## config.mk

```make
export PLATFORM = sky130hd
export DESIGN_NAME = periph_test_sequencer
export DESIGN_NICKNAME = d
export VERILOG_FILES = /design/src/rtl/periph_test_sequencer_pkg.sv /design/src/rtl/periph_test_sequencer_hold_counter.sv /design/src/rtl/periph_test_sequencer.sv
export SDC_FILE = /design/constraint.sdc
export NUM_CORES = 1
export LEC_CHECK = 0
export CAP_MARGIN = 20
export CORE_ASPECT_RATIO = 1.75
export CORE_MARGIN = 10
export CORE_UTILIZATION = 42
export DETAILED_ROUTE_END_ITERATION = 6
export PLACE_DENSITY = 0.77
export SLEW_MARGIN = 20
export SYNTH_ARGS = -nofsm -noshare
export SYNTH_HDL_FRONTEND = slang
export SYNTH_SLANG_ARGS = --single-unit
```

## constraint.sdc

```tcl
create_clock -name clk_i -period 2.15 [get_ports clk_i]
set_input_delay 0.215 -clock clk_i [delete_from_list [all_inputs] [get_ports clk_i]]
set_output_delay 0.215 -clock clk_i [all_outputs]
set_load 0.05 [all_outputs]
```

## src/rtl/periph_test_sequencer_pkg.sv

```systemverilog
// rtl/periph_test_sequencer_pkg.sv - shared types and constants for the peripheral test sequencer
package periph_test_sequencer_pkg;

    typedef enum logic [2:0] {
        ST_IDLE,
        ST_WRITE_DATA,
        ST_WRITE_CTRL,
        ST_POLL,
        ST_READ_DATA,
        ST_DONE
    } state_t;

    typedef enum logic [1:0] {
        MODE_FULL      = 2'b00,
        MODE_TX_ONLY   = 2'b01,
        MODE_READ_ONLY = 2'b10,
        MODE_FULL_ALT  = 2'b11
    } mode_t;

    localparam logic [31:0] DEFAULT_CTRL_WORD = 32'h0000_0FD1;

    // Test pattern byte for word idx: (idx + seed) mod 256
    function automatic logic [7:0] pattern8(input logic [31:0] idx, input logic [31:0] seed);
        logic [31:0] sum;
        sum = idx + seed;
        return sum[7:0];
    endfunction

endpackage

```

## src/rtl/periph_test_sequencer_hold_counter.sv

```systemverilog
// rtl/periph_test_sequencer_hold_counter.sv - cycle counter with load and terminal-count expire
module hold_counter #(
    parameter int TERM = 10
) (
    input  logic clk,
    input  logic reset,
    input  logic load,
    output logic expire
);

    localparam int W = $clog2(TERM + 1);

    logic [W-1:0] cnt;

    // load restarts the count so the cycle after a load is cycle 0 of a new hold
    always_ff @(posedge clk) begin
        if (reset || load) begin
            cnt <= '0;
        end else begin
            cnt <= cnt + W'(1);
        end
    end

    assign expire = (cnt == W'(TERM - 1));

endmodule

```

## src/rtl/periph_test_sequencer.sv

```systemverilog
// rtl/periph_test_sequencer.sv - write/poll/readback test sequencer for a register-mapped peripheral
module periph_test_sequencer
    import periph_test_sequencer_pkg::*;
#(
    parameter int          DEPTH        = 256,
    parameter int          DATA_W       = 32,
    parameter int          WR_HOLD      = 10,
    parameter int          RD_HOLD      = 10,
    parameter logic [31:0] CTRL_WORD    = DEFAULT_CTRL_WORD,
    parameter int          BUSY_BIT     = 0,
    parameter int          POLL_TIMEOUT = 4096,
    parameter int          SEED         = 0
) (
    input  logic              clk_i,
    input  logic              reset_i,
    input  logic              start_i,
    input  logic [1:0]        mode_i,
    input  logic [DATA_W-1:0] salida_i,
    output logic              wr_i,
    output logic              reg_sel_i,
    output logic [DATA_W-1:0] entrada_i,
    output logic [31:0]       addr_i,
    output logic              busy_o,
    output logic              done_o,
    output logic              timeout_o,
    output logic [15:0]       err_count_o
);

    localparam int             IW   = (DEPTH > 1) ? $clog2(DEPTH) : 1;
    localparam logic [IW-1:0]  LAST = IW'(DEPTH - 1);

    state_t        state;
    mode_t         mode;
    logic [IW-1:0] idx;

    logic wr_exp, rd_exp, poll_exp;
    logic wr_load, rd_load, poll_load;

    function automatic logic [DATA_W-1:0] pat(input logic [IW-1:0] i);
        return DATA_W'(pattern8(32'(i), 32'(SEED)));
    endfunction

    // Hold counters sit at zero outside their state and restart at every word boundary
    always_comb begin
        wr_load   = 1'b1;
        rd_load   = 1'b1;
        poll_load = 1'b1;
        if (state == ST_WRITE_DATA || state == ST_WRITE_CTRL) wr_load = wr_exp;
        if (state == ST_READ_DATA) rd_load = rd_exp;
        if (state == ST_POLL) poll_load = 1'b0;
    end

    hold_counter #(.TERM(WR_HOLD)) u_wr_hold (
        .clk    (clk_i),
        .reset  (reset_i),
        .load   (wr_load),
        .expire (wr_exp)
    );

    hold_counter #(.TERM(RD_HOLD)) u_rd_hold (
        .clk    (clk_i),
        .reset  (reset_i),
        .load   (rd_load),
        .expire (rd_exp)
    );

    hold_counter #(.TERM(POLL_TIMEOUT)) u_poll_hold (
        .clk    (clk_i),
        .reset  (reset_i),
        .load   (poll_load),
        .expire (poll_exp)
    );

    always_ff @(posedge clk_i) begin
        if (reset_i) begin
            state       <= ST_IDLE;
            mode        <= MODE_FULL;
            idx         <= '0;
            wr_i        <= 1'b0;
            reg_sel_i   <= 1'b0;
            entrada_i   <= '0;
            addr_i      <= '0;
            busy_o      <= 1'b0;
            done_o      <= 1'b0;
            timeout_o   <= 1'b0;
            err_count_o <= '0;
        end else begin
            done_o <= 1'b0;
            case (state)
                ST_IDLE: begin
                    if (start_i) begin
                        mode        <= mode_t'(mode_i);
                        err_count_o <= '0;
                        timeout_o   <= 1'b0;
                        busy_o      <= 1'b1;
                        idx         <= '0;
                        addr_i      <= '0;
                        reg_sel_i   <= 1'b1;
                        if (mode_i == MODE_READ_ONLY) begin
                            state     <= ST_READ_DATA;
                            wr_i      <= 1'b0;
                            entrada_i <= '0;
                        end else begin
                            state     <= ST_WRITE_DATA;
                            wr_i      <= 1'b1;
                            entrada_i <= pat('0);
                        end
                    end
                end
                ST_WRITE_DATA: begin
                    if (wr_exp) begin
                        if (idx == LAST) begin
                            state     <= ST_WRITE_CTRL;
                            idx       <= '0;
                            addr_i    <= '0;
                            reg_sel_i <= 1'b0;
                            entrada_i <= DATA_W'(CTRL_WORD);
                        end else begin
                            idx       <= idx + IW'(1);
                            addr_i    <= 32'(idx) + 32'd1;
                            entrada_i <= pat(idx + IW'(1));
                        end
                    end
                end
                ST_WRITE_CTRL: begin
                    if (wr_exp) begin
                        state     <= ST_POLL;
                        wr_i      <= 1'b0;
                        entrada_i <= '0;
                    end
                end
                ST_POLL: begin
                    if (!salida_i[BUSY_BIT]) begin
                        if (mode == MODE_TX_ONLY) begin
                            state     <= ST_DONE;
                            done_o    <= 1'b1;
                            busy_o    <= 1'b0;
                        end else begin
                            state     <= ST_READ_DATA;
                            reg_sel_i <= 1'b1;
                            addr_i    <= '0;
                            idx       <= '0;
                        end
                    end else if (poll_exp) begin
                        // Peripheral never went idle: readback would be meaningless
                        state     <= ST_DONE;
                        done_o    <= 1'b1;
                        busy_o    <= 1'b0;
                        timeout_o <= 1'b1;
                    end
                end
                ST_READ_DATA: begin
                    if (rd_exp) begin
                        if (salida_i != pat(idx) && err_count_o != 16'hFFFF) begin
                            err_count_o <= err_count_o + 16'd1;
                        end
                        if (idx == LAST) begin
                            state     <= ST_DONE;
                            done_o    <= 1'b1;
                            busy_o    <= 1'b0;
                            reg_sel_i <= 1'b0;
                            addr_i    <= '0;
                            idx       <= '0;
                        end else begin
                            idx    <= idx + IW'(1);
                            addr_i <= 32'(idx) + 32'd1;
                        end
                    end
                end
                ST_DONE: begin
                    state <= ST_IDLE;
                end
                default: begin
                    state <= ST_IDLE;
                end
            endcase
        end
    end

endmodule

```

======== After elaboration in Yosys (flattened, before gate mapping) ========
Cells that the tools add are included.
operators by class
  $add $sub $neg .......................... 6
  equality and inequality tests ........... 25
  mux-type cells .......................... 63
  reduce and logical (&&, ||, !) cells .... 20
operators with widths
  kind                                             count
  2-to-1 mux 32 bit                                7
  case mux 32 bit (4 select lines)                 1
  case mux 32 bit (3 select lines)                 1
  2-to-1 mux 16 bit                                3
  2-to-1 mux 8 bit                                 6
  != test 32 x 8 -> 1 bit                          1
  case mux 16 bit (2 select lines)                 1
  case mux 8 bit (4 select lines)                  1
  2-to-1 mux 3 bit                                 9
  2-to-1 mux 1 bit                                 26
  adder 16 x 1 -> 16 bit, second input constant    1
  != test 16 bit, second input constant            1
  != test 2 bit, second input constant             8
  case mux 3 bit (5 select lines)                  1
  adder 13 x 1 -> 13 bit, second input constant    1
  == test 13 x 12 -> 1 bit, second input constant  1
  2-to-1 mux 12 bit                                1
  AND reduction 4 bit                              3
  AND reduction 6 bit                              2
  adder 8 x 1 -> 9 bit, second input constant      1
  2-to-1 mux 9 bit                                 1
  adder 4 x 1 -> 4 bit, second input constant      2
  adder 8 x 1 -> 8 bit, second input constant      1
  == test 4 bit, second input constant             2
  21 further kinds                                 32
word-level totals
  flip-flop bits (word level) ............. 119
  word-level logic and storage cells ...... 128

======== Longest topological paths before layout ========
  depth in word-level cells ............... 5
  gate-level depth with buffers ........... 8
  gate-level depth less buffers ........... 7

======== Cells and area by module ========
A second synthesis with hierarchy kept.
second synthesis, totals
  cell total of the unflattened synthesis .. 442
  area total of the unflattened synthesis .. 3734.8 µm²
modules (own cells, without submodules)
  module                         times used  cells each  area an instance (µm²)  sequential area each (µm²)
  periph_test_sequencer          1           343         2808.9                  860.8
  hold_counter at u_poll_hold    1           65          588.1                   260.2
  hold_counter at u_rd_hold ...  2           17          168.9                   80.1

======== Worst setup path before layout ========
No wires, ideal clock.
  path kind ............................... register to register
  start point ............................. register err_count_o[0]
  end point ............................... register err_count_o[9]
  arrival ................................. 2.382 ns
  path slack .............................. -0.324 ns
  stages on the path, launching flop included .. 8
  path buffers ............................ 1
  period minus slack after synthesis ...... 2.474 ns
  cells stage by stage .................... dfxtp_1 ha_1 nand3_1 nor3_2 a41o_1 clkbuf_1 nor3_1 o32ai_1
on the way
  cells in the longest elaborated chain, start to end .. 4
RTL lines
  element                                                                  RTL line                                                    source
  start: declaration                                                       periph_test_sequencer.sv:26                                 output logic [15:0] err_count_o
  start signal: assignment                                                 periph_test_sequencer.sv:155                                err_count_o <= err_count_o + 16'd1;
  adder 16 x 1 -> 16 bit or != test 16 bit (tied branches)                 periph_test_sequencer.sv:155, periph_test_sequencer.sv:154
  2-to-1 mux 16 bit or logical AND 1 bit (tied branches)                   periph_test_sequencer.sv:154                                if (salida_i != pat(idx) && err_count_o != 16'hFFFF) begin
  2-to-1 mux 16 bit or != test 2 x 1 -> 1 bit (tied branches)              -
  case mux 16 bit (2 select lines) or AND reduction 4 bit (tied branches)  -
Parallel ways exist; a longest one is shown, timed or not. The select of a mux whose other input is x is not followed.
A chain may end at the register's enable or synchronous reset.

======== Worst setup path after layout ========
  start point ............................. register u_poll_hold.cnt[0]
  end point ............................... register busy_o
on the way
  cells in the longest elaborated chain, start to end .. 3
RTL lines
  element                        RTL line                                  source
  start: declaration             periph_test_sequencer_hold_counter.sv:13  logic [W-1:0] cnt;
  start signal: assignment       periph_test_sequencer_hold_counter.sv:20  cnt <= cnt + W'(1);
  == test 13 x 12 -> 1 bit       periph_test_sequencer_hold_counter.sv:24  assign expire = (cnt == W'(TERM - 1));
  != test 3 bit (no line)        -
  AND reduction 6 bit (no line)  -
  end signal: assignment         periph_test_sequencer.sv:83               busy_o <= 1'b0;
  end signal: assignment         periph_test_sequencer.sv:95               busy_o <= 1'b1;
  end signal: assignment         periph_test_sequencer.sv:137              busy_o <= 1'b0;
  end: declaration               periph_test_sequencer.sv:23               output logic busy_o,
No other way between the ends.

==> results.md <==
* Final critical-path share of the clock period at between 90% and 100%
* Dominant combinational cell family by area after synthesis: simple AND/OR/NAND/NOR gates
* Share of flip-flops with an asynchronous set or reset at 0%
* Clock latency reported for the late side of the worst-skew pair at around 0.34 ns
* CP arrival at 2.27 ns
* Clock buffers created by TritonCTS at 9
* Power share of the combinational group at about 36%
* Number of antenna violations at the first check in global routing at 0
* Cell chosen for the clock root: sky130_fd_sc_hd__clkbuf_16
* CP startpoint kind: flip-flop
* Setup Skew at ~0.0065 ns
* Adder and majority gate portion of the synthesized area at around 2.3%
* Max Clock Freq at ~0.48 GHz
* Via count of the first global-routing pass at ~3,400
* Category of the worst setup path capture point: flip-flop
* Syn_area_per_cell at between 8 and 9 sq um
* Placed wire-length estimate after detailed placement at approximately 7.6 mm
* Diode count at 0
* Count of flip-flops with a built-in enable after synthesis at 0
* Overflow after GRT at 0
* Min-delay worst type: reg -> reg
* Worst slew margin relative to its limit at between 50% and 60%
* Net Switching at between 0.0015 and 0.002 W
* Switching share of total power at between 30 and 40%
* Synthesized-area fraction occupied by and/or/nand/nor cells at between 20% and 30%
* Critical path buffer and inverter count at 0
* Mapped Cells at 436
* Placeable core region at between 8000 and 9000 sq um
* Slew at the pin closest to its max-slew limit at a little over 0.7 ns
* Cell-by-cell trace of the critical path: ha_1 > and4_1 > or4b_1 > o21ba_1 > o31ai_1 > a21oi_1
* Synth cell types at a little over 60
* Vias per cell at 5.26
* Final WL at 9.91 mm
* CP max FO at 4
* Share of power burned in registers at a little under a third
* Post-layout minimum cycle time at slightly above 2 ns
* Post-detailed-placement cell area at 4550 sq um
* Die height at 145 um
* Finished Core Util at a little under three fifths
* 1st-pass router iterations at 4
* IR drop worst, VDD at ~0.82 mV
* Crit-path slowest cell: sky130_fd_sc_hd__or4b_1
* GRT Total Usage at 14.2%
* Total via count after detailed routing at roughly 3,400
* Xor/xnor share of the synthesized area at 6.79%
* Internal Dissipation at between 0.002 and 0.003 W
* CP peak stage delay at roughly 0.52 ns
* Netlist area before placement at 3740 sq um
* Overall die area at between 10,000 and 15,000 sq um
* Final GP Congestion at 0.828
* Detailed Route Iter0 Violations at 174
* Initial Util at between 40% and 50%
* Dominant register cell in the synthesized netlist: sky130_fd_sc_hd__dfxtp_1
* Leading cell types in the layout, fill and taps excluded: sky130_fd_sc_hd__clkdlybuf4s50_1 (77), sky130_fd_sc_hd__dfxtp_1 (57), sky130_fd_sc_hd__nor2_1 (54)
* Number of sinks on the clock net at 64
* Power per cell area at between 800 and 900 nW/um^2
* Clock tree from TritonCTS: done
* Critical setup path kind: reg -> reg
* Final-stage net count at 566
* Max H-tree Level at 3
* DRC at 0
* Area fraction in compound gates after synthesis at a little under a fifth
* Fraction of layout cells with a size suffix above 1 at roughly 12%
* Final number of hold-violating endpoints at 0
* Number of storage elements in the synthesis netlist at 64
* Run status: complete, no violations
* Count of input and output buffers at between 70 and 80
* Clock network power share at about a third
* Worst path required time at about 2.4 ns
* CP top delay family: simple AND/OR/NAND/NOR gates
* I/O pin cnt at around 120
* Site Rows at between 40 and 50
* Leakage power total at around 1.8 nW
* Clock tree buffer depth at 2
* Yosys warning count at 0
* Post-route ant nets at 0
* Horiz. Die Dim at 91.3 um
* Final std cell area, no fill at a little under 5000 sq um
* Leading cell type in the layout, fill and taps excluded: sky130_fd_sc_hd__clkdlybuf4s50_1
* Proportion of synthesized chip area in sequential cells at about a third
* Count of final setup violators at 0
* Largest net degree at the start of global routing at 40
* Clock Pin Slew Worst Setup and Hold Paths at 0.05 ns
* Area growth from synthesis to layout at 29.6%
* First-pass GRT wire length at between 15 and 20 mm
* Final count of pins violating max slew at 0
* Max Cap Violations at 0
* Average wire per cell in the routed design at 15.4 um
* Mux cell area share after synthesis at under 10%
-- state kept, by name, summed over array words and instances, names as in the netlist --
signal and count:
u_poll_hold.cnt 13, u_wr_hold.cnt 4, done_o 1, addr_i 1, wr_i 1, idx 7
entrada_i 9, err_count_o 16, busy_o 1, state 3, u_rd_hold.cnt 4, timeout_o 1
reg_sel_i 1, mode 2
-- routing by layer --
layer	up-vias	GRT usage (%)	wire, um
met4	0	7.04	216
met3	18	5.52	767
met2	112	25.3	5260
met1	1603	13.9	3670
li1	1656	-	-
met5	-	0	0
-- power groups by stage --
stage	Combinational, W	Sequential (W)	Clock [W]
final	0.00153	0.00136	0.00141
after CTS	0.00152	0.00136	0.00142
after floorplan	0.00111	0.00145	0
after global routing	0.00166	0.00137	0.00147
after global placement	0.00150	0.00138	0
after detailed placement	0.00151	0.00138	0
-- worst reg2reg max path: stages, from the launching register on --
cell                      delay [ns]
sky130_fd_sc_hd__dfxtp_1        0.37
sky130_fd_sc_hd__ha_1           0.21
sky130_fd_sc_hd__and4_1         0.25
sky130_fd_sc_hd__or4b_1         0.52
sky130_fd_sc_hd__o21ba_1        0.23
sky130_fd_sc_hd__o31ai_1        0.25
sky130_fd_sc_hd__a21oi_1        0.10
-- kinds of logic (layout without fill, tap and decap cells) --
kind of cell | Yosys count | in the layout
buffers and inverters | 81 | 129
adders and majority gates | 7 | 7
DFF | 64 | 64
muxes | 5 | 5
other | 1 | 44
and+or+nand+nor | 160 | 160
AOI/OAI and AO/OA | 89 | 89
xor gates and xnor gates | 29 | 29
-- final cells by class --
type	instances	area [sq um]
multi-input cells	334	2120
well taps	117	146
clock buffers	12	236
repair buffers	100	956
clock inverters	4	45.0
flip-flops and latches	64	1290
fillers	781	3820
inverters	13	48.8
-- synth_stat cells, types with 4 or more instances --
cell type	instances	area, sq um
sky130_fd_sc_hd__o211ai_1	4	30.0
sky130_fd_sc_hd__inv_1	13	48.8
sky130_fd_sc_hd__o41ai_2	4	65.1
sky130_fd_sc_hd__a31oi_1	4	25.0
sky130_fd_sc_hd__a22oi_1	8	60.1
sky130_fd_sc_hd__nand3b_1	5	37.5
sky130_fd_sc_hd__o311ai_0	7	61.3
sky130_fd_sc_hd__buf_4	48	360
sky130_fd_sc_hd__and3_1	9	56.3
sky130_fd_sc_hd__nor3_1	6	30.0
sky130_fd_sc_hd__ha_1	7	87.6
sky130_fd_sc_hd__o31ai_1	6	45.0
sky130_fd_sc_hd__nand4_1	9	56.3
sky130_fd_sc_hd__nor2_1	55	206
sky130_fd_sc_hd__dfxtp_1	64	1280
sky130_fd_sc_hd__xnor2_1	19	166
sky130_fd_sc_hd__a32oi_1	5	43.8
sky130_fd_sc_hd__nand2_1	20	75.1
sky130_fd_sc_hd__o21ai_0	6	30.0
sky130_fd_sc_hd__nand2b_1	5	31.3
sky130_fd_sc_hd__o21ai_1	10	50.1
sky130_fd_sc_hd__o311ai_1	7	61.3
sky130_fd_sc_hd__a21oi_1	16	80.1
sky130_fd_sc_hd__xor2_1	10	87.6
sky130_fd_sc_hd__clkbuf_1	13	48.8
sky130_fd_sc_hd__nand3_1	18	90.1
sky130_fd_sc_hd__nor4_1	9	56.3
-- final timing paths --
| kind | from | slack [ns] | end | cells past startpoint |
|---|---|---|---|---|
| worst max register to register | u_poll_hold.cnt[0] | 0.08 | busy_o | 6 |
| worst max-delay path | u_poll_hold.cnt[0] | 0.08 | busy_o | 6 |
| worst min-delay path | entrada_i[7] | 0.46 | entrada_i[7] | 2 |
| worst min register to register | entrada_i[7] | 0.46 | entrada_i[7] | 2 |
-- metrics by stage --
step	std cells	power (W)	TNS (ns)	hold WS [ns]	setup WS, ns
CTS	643	0.00429	0	0.457	0.0995
detailed placement	627	0.00289	-0.0185	0.450	-0.0163
global route	644	0.00450	-0.0323	0.492	-0.0323
floorplan	479	0.00255	0	0.362	0.00355
global placement	627	0.00287	0	0.441	0.0408
finish	644	0.00430	0	0.456	0.0837
-- timing repair --
| action | CTS | global route |
|---|---|---|
| hold buffers | 0 | 0 |
| setup endpoints to repair | 0 | 7 |
| buffers inserted | 0 | 1 |
| gates resized for setup | 0 | 2 |
(Power assumes the default switching activity.)
